--- src/rtl/vpm_seq_pkg.sv ---
// Shared types and constants for the variable-precision multiplier sequencer.
// Holds the FSM state encoding, Mode encodings, datapath widths and shift amounts.
// Optional build macro used by the sequencer: VPM_SEQ_PIPE_EN (adds product register).
package vpm_seq_pkg;

    localparam int OPW   = 16;  // operand width
    localparam int EXTW  = 9;   // extended byte width
    localparam int PRODW = 18;  // partial product width
    localparam int RESW  = 32;  // result width

    localparam logic MODE_8  = 1'b0;
    localparam logic MODE_16 = 1'b1;

    // Left shift applied to each partial product before accumulation
    localparam logic [4:0] SHIFT_P0 = 5'd0;
    localparam logic [4:0] SHIFT_P1 = 5'd8;
    localparam logic [4:0] SHIFT_P2 = 5'd8;
    localparam logic [4:0] SHIFT_P3 = 5'd16;

    typedef enum logic [2:0] {
        IDLE = 3'd0,
        P0   = 3'd1,
        P1   = 3'd2,
        P2   = 3'd3,
        P3   = 3'd4,
        PD   = 3'd5,
        DONE = 3'd6
    } state_t;

    // Extend one byte to 9 bits; only sign-carrying bytes of signed operands get sign fill
    function automatic logic [EXTW-1:0] ext_byte(input logic [7:0] b, input logic sign_carry);
        return {sign_carry & b[7], b};
    endfunction

endpackage

--- src/rtl/mul9x9_signed.sv ---
// Combinational 9x9 signed multiplier producing an 18-bit signed product.
// Zero latency; purely combinational, no handshake.
// Shared by all partial-product steps of the sequencer.
module mul9x9_signed
    import vpm_seq_pkg::*;
(
    input  logic signed [EXTW-1:0]  a,
    input  logic signed [EXTW-1:0]  b,
    output logic signed [PRODW-1:0] p
);

    assign p = a * b;

endmodule

--- src/rtl/vpm_sequencer.sv ---
// Sequencer for the variable-precision multiplier: 8x8 or 16x16, signed or unsigned,
// built from byte partial products on one 9x9 signed multiplier.
// Latency 1 (8-bit) / 4 (16-bit) cycles after accept; 2 / 5 with VPM_SEQ_PIPE_EN.
// Backpressure: result held in DONE until out_ready; no new accept until back in IDLE.
module vpm_sequencer
    import vpm_seq_pkg::*;
(
    input  logic            clk,
    input  logic            rst,
    input  logic [OPW-1:0]  A,
    input  logic [OPW-1:0]  B,
    input  logic            Signed,
    input  logic            Mode,
    input  logic            in_valid,
    output logic            in_ready,
    output logic [RESW-1:0] P,
    output logic            out_valid,
    input  logic            out_ready
);

`ifdef VPM_SEQ_PIPE_EN
    localparam state_t LAST_STATE = PD;
`else
    localparam state_t LAST_STATE = DONE;
`endif

    state_t            state;
    logic [OPW-1:0]    a_q;
    logic [OPW-1:0]    b_q;
    logic              signed_q;
    logic              mode_q;
    logic [RESW-1:0]   acc;
    logic              out_valid_q;

    logic [7:0]        a_byte;
    logic [7:0]        b_byte;
    logic              a_hi;
    logic              b_hi;
    logic [4:0]        shift;
    logic [EXTW-1:0]   a_ext;
    logic [EXTW-1:0]   b_ext;
    logic [PRODW-1:0]  prod;
    logic [RESW-1:0]   pp;

`ifdef VPM_SEQ_PIPE_EN
    logic [RESW-1:0]   prod_q;
    logic              prod_vld;
`endif

    // Byte select and shift per compute state; in 8-bit mode the low bytes carry the sign
    always_comb begin
        a_byte = a_q[7:0];
        b_byte = b_q[7:0];
        a_hi   = 1'b0;
        b_hi   = 1'b0;
        shift  = SHIFT_P0;
        case (state)
            P1: begin
                b_byte = b_q[15:8];
                b_hi   = 1'b1;
                shift  = SHIFT_P1;
            end
            P2: begin
                a_byte = a_q[15:8];
                a_hi   = 1'b1;
                shift  = SHIFT_P2;
            end
            P3: begin
                a_byte = a_q[15:8];
                b_byte = b_q[15:8];
                a_hi   = 1'b1;
                b_hi   = 1'b1;
                shift  = SHIFT_P3;
            end
            default: ;
        endcase
        if (mode_q == MODE_8) begin
            a_hi = 1'b1;
            b_hi = 1'b1;
        end
    end

    assign a_ext = ext_byte(a_byte, signed_q & a_hi);
    assign b_ext = ext_byte(b_byte, signed_q & b_hi);

    mul9x9_signed u_mul (
        .a (a_ext),
        .b (b_ext),
        .p (prod)
    );

    // Sign-extend the partial product to result width and align it
    assign pp = {{(RESW-PRODW){prod[PRODW-1]}}, prod} << shift;

    // Handshake FSM, operand latch and accumulator
    always_ff @(posedge clk or posedge rst) begin
        if (rst) begin
            state       <= IDLE;
            a_q         <= '0;
            b_q         <= '0;
            signed_q    <= 1'b0;
            mode_q      <= MODE_8;
            acc         <= '0;
            out_valid_q <= 1'b0;
`ifdef VPM_SEQ_PIPE_EN
            prod_q      <= '0;
            prod_vld    <= 1'b0;
`endif
        end else begin
`ifdef VPM_SEQ_PIPE_EN
            // Registered product lands in the accumulator one cycle after it was formed
            prod_vld <= 1'b0;
            if (prod_vld) begin
                acc <= acc + prod_q;
            end
`endif
            case (state)
                IDLE: begin
                    if (in_valid) begin
                        a_q      <= A;
                        b_q      <= B;
                        signed_q <= Signed;
                        mode_q   <= Mode;
                        acc      <= '0;
                        state    <= P0;
                    end
                end
                P0, P1, P2, P3: begin
`ifdef VPM_SEQ_PIPE_EN
                    prod_q   <= pp;
                    prod_vld <= 1'b1;
`else
                    acc      <= acc + pp;
`endif
                    if (state == P3 || mode_q == MODE_8) begin
                        state       <= LAST_STATE;
                        out_valid_q <= (LAST_STATE == DONE);
                    end else if (state == P0) begin
                        state <= P1;
                    end else if (state == P1) begin
                        state <= P2;
                    end else begin
                        state <= P3;
                    end
                end
                PD: begin
                    state       <= DONE;
                    out_valid_q <= 1'b1;
                end
                DONE: begin
                    if (out_ready) begin
                        state       <= IDLE;
                        out_valid_q <= 1'b0;
                    end
                end
                default: begin
                    state       <= IDLE;
                    out_valid_q <= 1'b0;
                end
            endcase
        end
    end

    // Ready is a pure state decode, masked so it reads 0 while reset is held
    assign in_ready  = (state == IDLE) && !rst;
    assign out_valid = out_valid_q;
    assign P         = acc;

endmodule
--- config.mk ---
export PLATFORM = sky130hd
export DESIGN_NAME = vpm_sequencer
export DESIGN_NICKNAME = d
export VERILOG_FILES = /design/src/rtl/vpm_seq_pkg.sv /design/src/rtl/mul9x9_signed.sv /design/src/rtl/vpm_sequencer.sv
export SDC_FILE = /design/constraint.sdc
export NUM_CORES = 1
export LEC_CHECK = 0
export ABC_AREA = 1
export CORE_AREA = 3 3 160 162
export DETAILED_ROUTE_END_ITERATION = 10
export DIE_AREA = 0 0 163 165
export DONT_BUFFER_PORTS = 1
export RECOVER_POWER = 25
export SLEW_MARGIN = 30
export SYNTH_ARGS = -nofsm -noshare
export SYNTH_HDL_FRONTEND = slang
export SYNTH_SLANG_ARGS = --single-unit
export TNS_END_PERCENT = 20
--- constraint.sdc ---
create_clock -name clk -period 6.4 [get_ports clk]
set_clock_uncertainty 0.15 [all_clocks]
set_input_delay 0.64 -clock clk [delete_from_list [all_inputs] [get_ports clk]]
set_output_delay 0.64 -clock clk [all_outputs]
set_load 0.01 [all_outputs]
==> qor.csv <==
metric,value,unit
outcome,finished with violations,
violations,"max-capacitance violations, max-slew violations, negative setup slack",
ys_seq_elements,70,
synth_edf_count,0,
final.fill_count,2382,
fin_crit,7.15,ns
endpoint_kind,register,
critPathMaxStageDelay,0.51,ns
rr_startpoint,state[0]$_DFFE_PP0P_,
area_growth_syn_to_layout,39.2,%
synth_compound_area_share,12.9,%
synth.distinct_cells,46,
final_cell_mix,"nand2_1, inv_1, buf_4, nor2_1",
drt-pass1-iter-count,5,
layout_commonest_cell,nand2_1,
port_buffers,0,
netlist.area_leader.share,20.7,%
die_y,165,um
muxShareOfSynthArea,0,%
crit_fanout,8,
crit_family,adder cells,
antenna_left,0,
synth-xor-area-share,1.24,%
hold_violations,0,
critPathKind,reg2reg,
syn-cell-area,8450,sq um
rows,57,
synth-simple-area-share,26.7,%
synthFlopType,dfrtp_1,
cts.clk_slew.worst_paths,0.07,ns
clock_sinks,70,
die_x,163,um
avgRoutedWirePerCell,15.4,um
grt_pass1_wl,41.6,mm
crit_arrival,7.23,ns
setup_violations,23,
tritoncts,yes,
htree_levels,3,
ys_top_cells_by_area,"dfrtp_1, fa_1, nand2_1",
viasPerCell,4.88,
reg2reg_depth,38,
ff2ff_setup_slack,-0.75,ns
remaining_drc_errors,0,
syn_nets,1385,
min_to,b_q[13]$_DFFE_PP0P_,
hpwl,20.4,mm
max_freq,140,MHz
yosysWarnings,0,
min-delay-start,B[13],
regArea,1760,sq um
drv_cap,1,
maxSlewHeadroom,-162,%
num_vias,8419,
numCtsBuffers,9,
hold_class,in2reg,
async_flop_share,100,%
antenna_found_initial,0,
timing.final.max_slew_violations,71,
fin_ws,-0.752,ns
grt_max_degree,71,
die-area,26900,sq um
grt-ovfl-total,0,
synth_sequential_area_ratio,20.7,%
crit_buf_inv,10,
drt-total-wl,26.5,mm
clk_latency,0.36,ns
post-route-period-util,112,%
coreArea,24200,sq um
rsz0062_at_grt,true,
postSynthAreaPerCell,7.00,sq um
fin_hold_ws,0.241,ns
min_path_cells,2,
drt-initial-drc-count,624,
synth_top_family_by_area,adder cells,
cts.root.buffer_cell,clkbuf_16,
yosys.area.top_type,dfrtp_1,
required,6.48,ns
tightest_slew,3.93,ns
grt_pass1_vias,8213,
grt_usage,19.6,%
cp_slowest_cell,fa_1,
tns,-13.15,ns
clk_path_buf_depth,2,
diodes,0,
fin_nets,1574,
synthAdderAreaFrac,27.2,%
path_common_cell,nand2_1,
cp-start-kind,register,
io_pins,72,
initial_core_util,34.8,%
drive_gt1_share,32.7,%
reg2reg_to,P[18]$_DFFE_PP0P_,
synthCells,1206,
multiInputGateArea,6910,sq um
gp_congestion,0.967,
==> final cells by class <==
class | count | share of cell area (%)
Tap cell | 324 | 3.45
Clock buffer | 10 | 1.95
Sequential cell | 70 | 14.9
Timing Repair inverter | 1 | 0.0532
Timing Repair Buffer | 194 | 13.2
Inverter | 226 | 7.32
Clock inverter | 6 | 0.404
Multi-Input combinational cell | 893 | 58.7
==> state kept, by name (all words and copies together), names as in the netlist <==
| register | cells |
|---|---|
| P | 32 |
| a_q | 16 |
| b_q | 16 |
| mode_q | 1 |
| out_valid | 1 |
| signed_q | 1 |
| state | 3 |
==> layer usage <==
layer | vias up | GRT usage (%) | routed length [um]
met4 | 0 | 4.58 | 408
li1 | 4147 | - | -
met1 | 4056 | 27.9 | 12200
met2 | 190 | 31.4 | 12500
met5 | - | 0 | 0
met3 | 26 | 3.09 | 1360
==> worst max-delay path by stage <==
stage / from / to / slack [ns] / cells after the start
after floorplan: state[0]$_DFFE_PP0P_ / P[31]$_DFFE_PP0P_ / -0.30 / 43
after global placement: state[2]$_DFFE_PP0P_ / P[31]$_DFFE_PP0P_ / -0.81 / 38
after detailed placement: state[0]$_DFFE_PP0P_ / P[31]$_DFFE_PP0P_ / -0.92 / 41
after CTS: state[0]$_DFFE_PP0P_ / P[21]$_DFFE_PP0P_ / -0.70 / 35
after global routing: state[0]$_DFFE_PP0P_ / P[31]$_DFFE_PP0P_ / -1.07 / 43
final: state[0]$_DFFE_PP0P_ / P[18]$_DFFE_PP0P_ / -0.75 / 38
==> synthesized netlist by cell type (all sizes together) (2+ instances only) <==
master,instances
a21o,4
a21oi,64
a22o,2
a31oi,2
a32o,2
buf,12
clkbuf,5
clkinv,2
dfrtp,70
fa,71
ha,70
inv,224
nand2,348
nand3,49
nand3b,3
nand4,6
nor2,129
nor3,13
o211ai,2
o21a,2
o21ai,88
o21bai,7
o22ai,5
o31ai,2
or2,5
xnor2,6
xor2,6
==> worst reg2reg max path, delay by kind of cell (launching register included) <==
family / cells / cell delay (ns)
adders and majority gates: 7 / 3.13
AOI/OAI and AO/OA: 5 / 0.78
xor gates and xnor gates: 1 / 0.19
DFF: 1 / 0.43
and+or+nand+nor: 15 / 1.52
buffers and inverters: 10 / 0.84
==> stage by stage <==
| stage | std cells | setup slack, ns | cell area (sq um) | util, % |
|---|---|---|---|---|
| floorplan | 1206 | -0.301 | 8640 | - |
| global placement | 1680 | -0.810 | 10200 | 42.2 |
| detailed placement | 1680 | -0.919 | 10200 | 42.2 |
| CTS | 1708 | -0.703 | 10900 | 44.8 |
| global route | 1724 | -1.07 | 11800 | 48.5 |
| finish | 1724 | -0.752 | 11800 | 48.5 |
==> kinds of logic (layout without fill, tap and decap cells) <==
| kind of cell | after synthesis | after routing |
|---|---|---|
| and+or+nand+nor | 555 | 555 |
| adders and majority gates | 141 | 141 |
| buffers and inverters | 243 | 437 |
| DFF | 70 | 70 |
| xor gates and xnor gates | 12 | 12 |
| AOI/OAI and AO/OA | 185 | 185 |
==> repair_timing <==
item	CTS	global route
pin swaps	15	49
setup buffers	11	15
resized for setup	61	172
setup endpoints to repair	24	25
hold buffers	0	0
cloned	1	1
Power is not shown: default switching activity piles up to over one toggle a cycle in this logic, so the estimate is an artifact.
